`src/rtl/pipe_hazard_ctrl.sv`:
```
// rtl/pipe_hazard_ctrl.sv - stall/flush/bubble sequencing for the F/D -> A -> M pipeline
//
// Purpose:
//   Shadows the destination-register state of the instructions in A and M and
//   detects read-after-write hazards against the instruction in D (no forwarding,
//   register file written at the end of M). It drives the stall/flush/bubble
//   controls and keeps saturating counts of stall cycles and mispredict flushes.
//
// Ports:
//   clk          rising-edge clock
//   RESET_N      asynchronous active-low reset
//   dec_valid    D holds a real instruction
//   dec_rs/rt    source registers of D, qualified by dec_use_rs/dec_use_rt
//   dec_wrreg    D writes dec_wregno
//   mispred      A-stage mispredict (already qualified by A not-nop)
//   stall_F      hold PC and D this cycle
//   flush_D      squash the instruction in D
//   bubble_A     A receives a nop at the next edge
//   stall_cnt    saturating count of stall cycles
//   flush_cnt    saturating count of mispredict flushes

module pipe_hazard_ctrl #(
   parameter int REGNOBITS   = 6,
   parameter int CNTBITS     = 16,
   parameter int RESET_FLUSH = 2
) (
   input  logic                 clk,
   input  logic                 RESET_N,
   input  logic                 dec_valid,
   input  logic [REGNOBITS-1:0] dec_rs,
   input  logic                 dec_use_rs,
   input  logic [REGNOBITS-1:0] dec_rt,
   input  logic                 dec_use_rt,
   input  logic                 dec_wrreg,
   input  logic [REGNOBITS-1:0] dec_wregno,
   input  logic                 mispred,
   output logic                 stall_F,
   output logic                 flush_D,
   output logic                 bubble_A,
   output logic [CNTBITS-1:0]   stall_cnt,
   output logic [CNTBITS-1:0]   flush_cnt
);

   localparam int INITW = (RESET_FLUSH < 1) ? 1 : $clog2(RESET_FLUSH + 1);

   logic                 a_v_q, a_v_d;
   logic                 a_wr_q, a_wr_d;
   logic [REGNOBITS-1:0] a_regno_q, a_regno_d;
   logic                 m_v_q, m_v_d;
   logic                 m_wr_q, m_wr_d;
   logic [REGNOBITS-1:0] m_regno_q, m_regno_d;
   logic [INITW-1:0]     init_cnt_q, init_cnt_d;
   logic [CNTBITS-1:0]   stall_cnt_q, stall_cnt_d;
   logic [CNTBITS-1:0]   flush_cnt_q, flush_cnt_d;

   logic init;
   logic hit_rs, hit_rt, hazard;
   logic stall_i, flush_i, bubble_i;

   // Hazard detection and control priority. The internal controls exclude the
   // reset term so that RESET_N only reaches the outputs, never a flop D input;
   // while reset is held the flops ignore their D inputs anyway.
   always_comb begin
      init   = (init_cnt_q != '0);
      // The M term matters: the register file is written at the M edge while
      // D reads it combinationally in the same cycle.
      hit_rs = (a_v_q & a_wr_q & (a_regno_q == dec_rs)) |
               (m_v_q & m_wr_q & (m_regno_q == dec_rs));
      hit_rt = (a_v_q & a_wr_q & (a_regno_q == dec_rt)) |
               (m_v_q & m_wr_q & (m_regno_q == dec_rt));
      hazard = dec_valid & ((dec_use_rs & hit_rs) | (dec_use_rt & hit_rt));

      stall_i  = 1'b0;
      flush_i  = 1'b0;
      bubble_i = 1'b0;
      if (mispred) begin
         flush_i  = 1'b1;
         bubble_i = 1'b1;
      end else if (init) begin
         flush_i  = 1'b1;
         bubble_i = 1'b1;
      end else if (hazard) begin
         stall_i  = 1'b1;
         bubble_i = 1'b1;
      end
   end

   always_comb begin
      if (!RESET_N) begin
         stall_F  = 1'b0;
         flush_D  = 1'b1;
         bubble_A = 1'b1;
      end else begin
         stall_F  = stall_i;
         flush_D  = flush_i;
         bubble_A = bubble_i;
      end
   end

   // Next-state: A shadow moves into M unconditionally; a bubble or nop in D
   // leaves A invalid.
   always_comb begin
      m_v_d     = a_v_q;
      m_wr_d    = a_wr_q;
      m_regno_d = a_regno_q;

      a_v_d     = 1'b0;
      a_wr_d    = a_wr_q;
      a_regno_d = a_regno_q;
      if (!bubble_i && dec_valid) begin
         a_v_d     = 1'b1;
         a_wr_d    = dec_wrreg;
         a_regno_d = dec_wregno;
      end

      init_cnt_d = init ? (init_cnt_q - 1'b1) : init_cnt_q;

      stall_cnt_d = stall_cnt_q;
      if (stall_i && (stall_cnt_q != '1)) begin
         stall_cnt_d = stall_cnt_q + 1'b1;
      end
      flush_cnt_d = flush_cnt_q;
      if (mispred && (flush_cnt_q != '1)) begin
         flush_cnt_d = flush_cnt_q + 1'b1;
      end
   end

   always_ff @(posedge clk or negedge RESET_N) begin
      if (!RESET_N) begin
         a_v_q       <= 1'b0;
         a_wr_q      <= 1'b0;
         a_regno_q   <= '0;
         m_v_q       <= 1'b0;
         m_wr_q      <= 1'b0;
         m_regno_q   <= '0;
         init_cnt_q  <= INITW'(RESET_FLUSH);
         stall_cnt_q <= '0;
         flush_cnt_q <= '0;
      end else begin
         a_v_q       <= a_v_d;
         a_wr_q      <= a_wr_d;
         a_regno_q   <= a_regno_d;
         m_v_q       <= m_v_d;
         m_wr_q      <= m_wr_d;
         m_regno_q   <= m_regno_d;
         init_cnt_q  <= init_cnt_d;
         stall_cnt_q <= stall_cnt_d;
         flush_cnt_q <= flush_cnt_d;
      end
   end

   assign stall_cnt = stall_cnt_q;
   assign flush_cnt = flush_cnt_q;

endmodule
```
`config.mk`:
```
export PLATFORM = sky130hd
export DESIGN_NAME = pipe_hazard_ctrl
export DESIGN_NICKNAME = d
export VERILOG_FILES = /design/src/rtl/pipe_hazard_ctrl.sv
export SDC_FILE = /design/constraint.sdc
export NUM_CORES = 1
export LEC_CHECK = 0
export BUFFER_PORTS_ARGS = -buffer_cell sky130_fd_sc_hd__buf_2
export CORE_UTILIZATION = 40
export CTS_CLUSTER_SIZE = 40
export DETAILED_ROUTE_END_ITERATION = 8
export PLACE_DENSITY_LB_ADDON = 0.08
export RECOVER_POWER = 100
export SLEW_MARGIN = 15
export SYNTH_ARGS = -nofsm -noshare
export SYNTH_HDL_FRONTEND = slang
export SYNTH_SLANG_ARGS = --single-unit
```
`constraint.sdc`:
```
create_clock -name clk -period 5.9 [get_ports clk]
set_input_delay 0.295 -clock clk [delete_from_list [all_inputs] [get_ports clk]]
set_output_delay 0.295 -clock clk [all_outputs]
set_load 0.01 [all_outputs]
```
Yosys cells after proc, flatten, opt, wreduce, memory -nomap -nowiden
Cells that the tools add are included.
{"block": "classes", "n_addsub": 3, "n_eq_ne": 6, "muxes": 11, "n_bitwise": 12, "reduce_logical": 5}
{"op": "$add A16 B1 Y16 const B", "n": 2}
{"op": "$ne A16 B16 Y1 const B", "n": 2}
{"op": "$eq A6 B6 Y1", "n": 4}
{"op": "$mux W1", "n": 11}
{"op": "$and A1 B1 Y1", "n": 9}
{"op": "$logic_and A1 B1 Y1", "n": 3}
{"op": "$or A1 B1 Y1", "n": 3}
{"op": "$reduce_bool A2 Y1", "n": 1}
{"op": "$sub A2 B1 Y2 const B", "n": 1}
{"op": "$logic_not A1 Y1", "n": 1}
{"block": "word_totals", "input_bits": 25, "wordCells": 46, "out_inout_bits": 35, "ff_bits": 50}

Depth between registers and ports, before layout
Gate-level depths: netlist of the first run.
{"block": "depth", "word_depth": 12, "mapped_depth": 8}

Least setup slack after synthesis of the first run
OpenSTA, ideal clock, no wires.
{"block": "synth_timing", "kind": "reg2reg", "startpoint": "register m_regno_q[4]", "endpoint": "register stall_cnt_q[1], in the netlist stall_cnt[1]", "arrival_time_ns": 1.963, "setup_slack_ns": 3.809, "n_path_buf": 1, "setup_time_ns": 0.128, "required_ns": 5.772, "path_stages_with_launch": 8, "cell_sequence": "dfrtp_1 xor2_1 or4_1 o22ai_1 a22o_2 nand4_2 buf_6 mux2_1"}
{"block": "synth_via", "elab_chain_cells": 10, "elab_cells_between_ends": 14}
{"item": "start, declared", "line": "51", "source": "logic [REGNOBITS-1:0] m_regno_q, m_regno_d;"}
{"item": "start signal, assigned", "line": "145", "source": "m_regno_q <= m_regno_d;"}
{"item": "$eq A6 B6 Y1 (on tied branches)", "line": "68, 70"}
{"item": "$and A1 B1 Y1 (on tied branches)", "line": "68, 70"}
{"item": "$or A1 B1 Y1 (on tied branches)", "line": "67, 69"}
{"item": "$and A1 B1 Y1", "line": "71", "source": "hazard = dec_valid & ((dec_use_rs & hit_rs) | (dec_use_rt & hit_rt));"}
{"item": "$or A1 B1 Y1 *", "line": "71"}
{"item": "$and A1 B1 Y1 *", "line": "71"}
{"item": "$mux W1 *", "line": "82", "source": "end else if (hazard) begin"}
{"item": "$mux W1 *", "line": "79", "source": "end else if (init) begin"}
{"item": "$mux W1 *", "line": "76", "source": "if (mispred) begin"}
{"item": "$logic_and A1 B1 Y1 *", "line": "119", "source": "if (stall_i && (stall_cnt_q != '1)) begin"}
{"item": "end signal, assigned", "line": "147", "source": "stall_cnt_q <= stall_cnt_d;"}
{"item": "end, declared", "line": "53", "source": "logic [CNTBITS-1:0] stall_cnt_q, stall_cnt_d;"}
Mark *: on every way between the ends. The rest lies on a longest branch, timed or not.
A chain may end at the register's enable or synchronous reset.

Final worst setup path of the first run
{"block": "layout_timing", "startpoint": "input port RESET_N", "endpoint": "output port stall_F"}
{"block": "layout_via", "elab_chain_cells": 1}
{"item": "start, declared", "line": "28", "source": "input logic RESET_N,"}
{"item": "$mux W1", "line": "89", "source": "if (!RESET_N) begin"}
{"item": "end, declared", "line": "37", "source": "output logic stall_F,"}
No other way between the ends.

==> results of run 1 <==
logic make-up after synthesis:
logic type / Yosys count / synth area share, %
AND/OR/NAND/NOR: 84 / 19.0
multiplexers: 10 / 4.74
XOR/XNOR: 51 / 18.8
buffers and inverters: 5 / 1.11
flip-flops: 50 / 52.7
AO/OA/AOI/OAI: 8 / 2.11
adder cells (fa/ha/maj): 3 / 1.58
layer usage:
| metal | vias up | global-route usage [%] | routed length, µm |
|---|---|---|---|
| met5 | - | 0 | 0 |
| met4 | 0 | 6.55 | 82 |
| met3 | 8 | 3.91 | 200 |
| met2 | 39 | 24.2 | 1990 |
| met1 | 792 | 21.0 | 2300 |
| li1 | 851 | - | - |
critical path, stage by stage:
cell and delay, ns:
buf_2 0.07, clkbuf_1 1.92, nand2_1 0.22, nor2_1 0.21, clkbuf_1 0.17
flip-flops by register name, summed over array words and instances, names as in the netlist:
signal      flops
m_wr_q          1
flush_cnt      16
a_regno_q       6
init_cnt_q      2
m_regno_q       6
a_wr_q          1
stall_cnt      16
a_v_q           1
m_v_q           1
power groups by stage:
stage,combinational [mW],clock [mW],sequential (mW)
finish,0.136,0.244,0.428
global route,0.153,0.267,0.436
CTS,0.146,0.254,0.427
detailed placement,0.145,0,0.433
global placement,0.144,0,0.433
floorplan,0.0746,0,0.439
metrics by stage:
stage / utilization [%] / cells / worst slack, ns / cell area (µm²) / hold slack (ns)
after CTS: 51.2 / 349 / 3.46 / 2870 / 0.125
after global placement: 49.2 / 342 / 3.53 / 2760 / 0.355
after global routing: 49.9 / 349 / 2.14 / 2800 / 0.218
after detailed placement: 49.2 / 342 / 3.46 / 2760 / 0.361
final: 49.9 / 349 / 2.70 / 2800 / 0.228
after floorplan: - / 211 / 3.81 / 2380 / -0.000591
final timing paths:
check / from / end / cells after the start
max in group asynchronous: RESET_N / stall_cnt[4] / 2
hold reg to reg: a_v_q / m_v_q / 0
setup reg to reg: m_regno_q[4] / stall_cnt[13] / 7
min in group asynchronous: RESET_N / a_regno_q[4] / 2
setup / recovery: RESET_N / stall_F / 5
hold / removal: dec_wregno[3] / a_regno_q[3] / 2
area by class of cell:
class | count | area (µm²)
clock buffers | 6 | 82.6
clock inverters | 1 | 30.0
fillers | 588 | 2810
inverters | 4 | 15.0
multi-input cells | 156 | 1070
flip-flops and latches | 50 | 1250
well taps | 72 | 90.1
repair buffers | 60 | 255
placed cells by master (no fill, tap or decap), drive strengths merged, types with 4 or more instances in the layout:
master,instances
and3,10
xor2,25
nor2,15
or4,4
nand3,20
buf,24
nor3,4
mux2,10
nand2,18
xnor2,26
inv,4
nand4,5
dfrtp,49
clkbuf,42
==> results.ini, run 1 <==
[sta]
final_max_slew_viol_count=53
tns_ns=0
relSlewSlack_pct=-81.6
final.period_utilization_pct=54.3
final_hold_viol_count=0
setup_violations=0
rsz0062_at_grt=false
fmax_mhz=312
tightestPinTransition_ns=2.72
fin_crit_ns=3.20
skew_ns=0.00915

[synthesis]
synth_seq_cells=50
netlist_area_um2=2380
async_reset_ff_share_pct=100
synth.area.top_cells=dfrtp_1 (52%), xnor2_1 (9.6%), xor2_1 (9.2%)
yosysMostFrequentCell=dfrtp_1
ys.warnings.count=0
synthFlopType=dfrtp_1
synth_top_cell_by_area=dfrtp_1
synth_top_area_share_pct=51.6
ys_seq_area_share_pct=52.7
postSynthNetCount=239
ys_types=28
synthTopCellsByCount=dfrtp_1 (49), xnor2_1 (26), xor2_1 (25)
syn_inst=211
synth_edf_count=0
syn_avg_cell_area_um2=11.3

[pwr]
total_power_mw=0.808
intPower_mw=0.584
pwr-share-seq_pct=53.0
switching_share_pct=27.7
p_leak_nw=1.28
clkPwrFrac_pct=30.2
p_sw_mw=0.224
p_per_area_nw_per_um2=289
comb_power_share_pct=16.9
peakVddDrop_mv=0.162

[grt]
grt_pass1_vias=1557
grt_pass1_wl_um=7370
grt.overflow.total=0
grt_max_degree=53
antenna_found_initial=0
track_usage_pct=15.7

[floorplanning]
die_area_um2=6250
die_w_um=79.1
start_util_pct=42.4
rows=27
coreArea_um2=5610
ios=60
die_h_um=79.1

[clock_tree]
clk_pin_slew_ns=0.09
cts_root_buffer=clkbuf_8
clockBufferDepth=2
cts_hold_buf=0
post_cts_buffers=0
cts.sinks=50
cts_tree=built
numCtsBuffers=5
cts_resized=0
clk_latency_ns=0.30
htreeDepth=2

[status]
status=complete, but fails checks
violations=capacitance limit, slew limit

[setup_path]
cp_max_fo=52
start_kind=input pin
cp-end-kind=output port
cp.required_ns=5.61
r2r_slack_ns=3.27
arrival_ns=2.91
worstSetupPathType=input pin to output port

[placement]
post-dp-hpwl_um=3350
io_buffers=59
gp_congestion=0.791

[route]
drc=0
antenna_left=0
wl_per_cell_um=13.1
dr.pass1.iters=4
drt_iter0_drc=89
drt-vias-per-instance=4.84
wl_um=4580
dr_total_vias=1690

[cells_and_area]
nNetsFinal=305
syn_to_final_growth_pct=17.8
drive_gt1_share_pct=15.2
antenna_cells=0

[run]
drv_cap=1

[worst_hold_path]
hp-class=input pin to flip-flop

No activity file was read; power rests on OpenSTA's default activity.
==> run 2, diff against run 1 <==
- clock period: 5.9 -> 3.2 ns (I/O delays scaled with it)
==> run 2 against run 1 <==
Net effect:
- the run now ends clean
- clock skew down 0.0029 ns
- critical endpoint is now stall_cnt[13]
- count of clock-buffer cells in the layout up 2
- flip-flop and latch count unchanged
- core utilization up 0.45 points
- register-to-register slack worse by 2.7 ns
- critical path depth up 2
==> results.ini, run 2 (synthesized netlist as in run 1, its figures left out) <==
[setup_path]
crit_chain=xor2_1, or4_1, o22ai_1, a22o_2, nand4_1, nor4_2, xor2_1
cp_slowest_cell=or4_1
cp-end-kind=flip-flop
arrival_ns=2.85
worstSetupPathType=flip-flop to flip-flop
cp.required_ns=3.42
slowest_delay_ns=0.53
cp_max_fo=12
crit_path_frequent_cell=xor2_1
start_kind=flip-flop

[sta]
setup_violations=0
skew_ns=0.00624
final_max_slew_viol_count=0
final.period_utilization_pct=82.2
rsz0062_at_grt=false
relSlewSlack_pct=39.1
tightestPinTransition_ns=0.913
fin_crit_ns=2.63
tns_ns=0
final_hold_viol_count=0
fmax_mhz=380

[route]
wl_um=4600
dr.pass1.iters=4
wl_per_cell_um=13.1
drc=0
drt_iter0_drc=65
antenna_left=0
dr_total_vias=1714
drt-vias-per-instance=4.88

[placement]
io_buffers=59
gp_congestion=0.770
post-dp-hpwl_um=3550

[clock_tree]
clk_pin_slew_ns=0.09
post_cts_buffers=0
numCtsBuffers=5
clk_latency_ns=0.29
clockBufferDepth=2
cts_resized=0
htreeDepth=2
cts_tree=built
cts_root_buffer=clkbuf_8
cts.sinks=50
cts_hold_buf=1

[grt]
antenna_found_initial=0
grt.overflow.total=0
grt_pass1_vias=1593
grt_max_degree=39
grt_pass1_wl_um=7620
track_usage_pct=15.9

[floorplanning]
ios=60
die_w_um=79.1
rows=27
coreArea_um2=5610
start_util_pct=42.4
die_area_um2=6250
die_h_um=79.1

[pwr]
peakVddDrop_mv=0.301
p_per_area_nw_per_um2=514
switching_share_pct=28.0
comb_power_share_pct=17.4
clkPwrFrac_pct=28.3
p_sw_mw=0.406
pwr-share-seq_pct=54.3
p_leak_nw=1.31
intPower_mw=1.04

[cells_and_area]
antenna_cells=0
nFillCells=560
final_common_cell=dfrtp_1
final_util_pct=50.4
layout_common_cells=dfrtp_1 (49), clkbuf_1 (36), xnor2_1 (26)
nNetsFinal=306
drive_gt1_share_pct=15.8
syn_to_final_growth_pct=18.9

[run]
drv_cap=0

[worst_hold_path]
hp-class=input pin to flip-flop

[status]
status=finished clean

==> run 2: changes by cell type in the layout (fill, tap and decap cells not counted), sizes merged <==
cell,before,now
dlygate4sd3,0,1
bufinv,1,0
buf,24,23
clkbuf,42,45
==> run 2: critical path, delay by kind of cell, from the launching register on <==
family | cells | cell delay (ns)
flip-flops | 1 | 0.43
AO/OA/AOI/OAI | 2 | 0.33
XOR/XNOR | 2 | 0.34
AND/OR/NAND/NOR | 3 | 1.46
==> run 2: area by class of cell <==
type	count	area [µm²]	area share, %
Clock buffer	8	110	3.90
Tap cell	72	90.1	3.19
Sequential cell	50	1250	44.4
Inverter	4	15.0	0.532
Multi-Input combinational cell	156	1090	38.6
Timing Repair Buffer	61	265	9.39
==> run 2: stage by stage <==
stage	hold WS, ns	instances	worst slack (ns)	cell area [µm²]	power (mW)
final	0.0948	351	0.571	2820	1.45
after global routing	0.0748	351	0.383	2820	1.55
after CTS	0.0805	351	0.747	2880	1.50
after detailed placement	0.0841	342	0.764	2760	1.07
after global placement	0.0821	342	0.848	2760	1.06
after floorplan	-0.136	211	1.11	2380	0.947
==> run 2: worst paths after layout <==
check | from | endpoint | slack, ns | depth (start not counted)
hold / removal | dec_wregno[5] | a_regno_q[5] | 0.09 | 2
max in group asynchronous | RESET_N | flush_cnt[5] | 1.37 | 3
setup / recovery | a_regno_q[3] | stall_cnt[13] | 0.57 | 7
min in group asynchronous | RESET_N | a_wr_q | 0.47 | 2
hold reg to reg | a_v_q | m_v_q | 0.38 | 0
setup reg to reg | a_regno_q[3] | stall_cnt[13] | 0.57 | 7
==> run 2: layer usage <==
metal	vias up	GRT usage, %	part of all wire, %
li1	858	-	-
met1	811	21.1	47
met2	41	26.0	48
met3	4	4.37	4.4
met4	0	3.27	0.59
met5	-	0	0
==> run 2: power groups by stage <==
| stage | registers (mW) | clock network [mW] | logic [mW] |
|---|---|---|---|
| after floorplan | 0.809 | 0 | 0.138 |
| after global routing | 0.801 | 0.462 | 0.282 |
| after CTS | 0.788 | 0.436 | 0.271 |
| final | 0.788 | 0.411 | 0.252 |
| after detailed placement | 0.801 | 0 | 0.267 |
| after global placement | 0.798 | 0 | 0.266 |
==> run 3, diff against run 2 <==
- clock period: 3.2 -> 2.57 ns (I/O delays scaled with it)
==> run 3 against run 2 <==
Net effect:
- core utilization is 0.067 points higher
- clock skew is 0.0041 ns higher
- count of clock-buffer cells in the layout is 2 lower
- critical path type unchanged
- largest power group unchanged
- total power is 27% higher
- critical path depth is 1 higher
- cell count is 0.28% higher
- sequential share of layout area is 0.059 points lower
- worst setup slack worse by 0.27 ns
==> results.ini, run 3 (synthesized netlist as in run 1, its figures left out) <==
[clock_tree]
cts.sinks=50
clockBufferDepth=2
cts_root_buffer=clkbuf_8
cts_tree=built
post_cts_buffers=0
numCtsBuffers=5
clk_pin_slew_ns=0.09
htreeDepth=2
clk_latency_ns=0.30

[setup_path]
r2r_slack_ns=0.30
worstSetupPathType=flip-flop to flip-flop
start_kind=flip-flop
r2r_cells=8
arrival_ns=2.50
cp-end-kind=flip-flop
worstReg2RegEnd=stall_cnt[13]
r2r_start=a_regno_q[3]
cp_max_fo=12
crit_end=stall_cnt[13]
critPathLaunch=a_regno_q[3]
cp.required_ns=2.80

[sta]
relSlewSlack_pct=40.1
holdWs_ns=0.0581
fin_crit_ns=2.27
fmax_mhz=441
final_hold_viol_count=0
tightestPinTransition_ns=0.899
final.period_utilization_pct=88.3
rsz0062_at_grt=false
final_max_slew_viol_count=0
fin_ws_ns=0.301
setup_violations=0
tns_ns=0
skew_ns=0.0103

[status]
status=finished clean

[pwr]
p_per_area_nw_per_um2=653
total_power_mw=1.85
p_leak_nw=1.30
peakVddDrop_mv=0.400

[route]
antenna_left=0
dr_total_vias=1734
dr.pass1.iters=4
wl_um=4540
drc=0
drt_iter0_drc=63
drt-vias-per-instance=4.93
wl_per_cell_um=12.9

[floorplanning]
coreArea_um2=5610
die_area_um2=6250
die_h_um=79.1
rows=27
die_w_um=79.1
ios=60
start_util_pct=42.4

[cells_and_area]
nFillCells=565
drive_gt1_share_pct=16.1
multiInputGateArea_um2=1080
syn_to_final_growth_pct=19.0
nNetsFinal=308
antenna_cells=0
final_common_cell=dfrtp_1
fin_area_um2=2830
layout_common_cells=dfrtp_1 (49), clkbuf_1 (36), xnor2_1 (26)
final-seq-area_um2=1250

[placement]
dpl_cell_area_um2=2770
gp_congestion=0.754
io_buffers=59
place_ws_ns=0.376
post-dp-hpwl_um=3490

[grt]
grt_pass1_vias=1629
grt.overflow.total=0
grt_pass1_wl_um=7650
grt_max_degree=39
track_usage_pct=15.8
antenna_found_initial=0

[worst_hold_path]
hp-class=input pin to flip-flop

[run]
drv_cap=0

## run 3: cell types whose count changed in the layout (fill, tap and decap cells not counted)
cell       delta
buf_4         +1
bufinv_16     +1
clkbuf_2      +1
clkbuf_8      -2
dfstp_1       -1
dfstp_2       +1
nor3_1        +1
nor3_4        -1
## run 3: critical path, cell delays in order (launching register included)
cell	delay, ns
dfrtp_1	0.42
xor2_1	0.17
or4_1	0.52
o22ai_1	0.13
a22o_2	0.20
nand4_1	0.09
clkbuf_2	0.23
nor4_2	0.28
xor2_1	0.16
## run 3: stage by stage
| step | std cells | utilization, % |
|---|---|---|
| floorplan | 211 | - |
| detailed placement | 344 | 49.4 |
| finish | 352 | 50.4 |
| global placement | 344 | 49.4 |
| global route | 352 | 50.4 |
| CTS | 352 | 51.6 |
## run 3: area by class of cell
class,count,area share (%)
clock inverters,1,1.06
well taps,72,3.19
multi-input cells,156,38.2
flip-flops and latches,50,44.3
inverters,4,0.531
clock buffers,6,2.92
repair buffers,63,9.82
## run 3: worst min path at each step
stage / slack [ns] / to / cells after the start / from
6_report: 0.06 / a_wr_q / 2 / dec_wrreg
5_1_grt: 0.04 / a_wr_q / 2 / dec_wrreg
4_1_cts: 0.05 / a_wr_q / 2 / dec_wrreg
3_5_place_dp: 0.05 / a_wr_q / 1 / RESET_N
3_3_place_gp: 0.05 / a_wr_q / 1 / RESET_N
2_1_floorplan: -0.17 / a_regno_q[0] / 0 / RESET_N
## run 3: routing by layer
metal  wire (µm)  up-vias  share of wire, %  global-route usage, %
li1            -      856                 -                      -
met1        2150      826                47                   21.6
met2        2100       47                46                   25.3
met3         247        5               5.4                   3.45
met4          48        0               1.1                   4.36
met5           0        -                 0                      0
## run 3: report_power, final
part	switching, mW	internal, mW	leakage, nW	total (mW)
Clock	0.243	0.312	0.0573	0.555
Sequential	0.101	0.879	0.643	0.980
Combinational	0.161	0.151	0.596	0.313
## run 3: timing repair
item | CTS | global route
gates resized for setup | 0 | 0
endpoints found under the hold margin | 12 | 0
hold buffers | 1 | 0
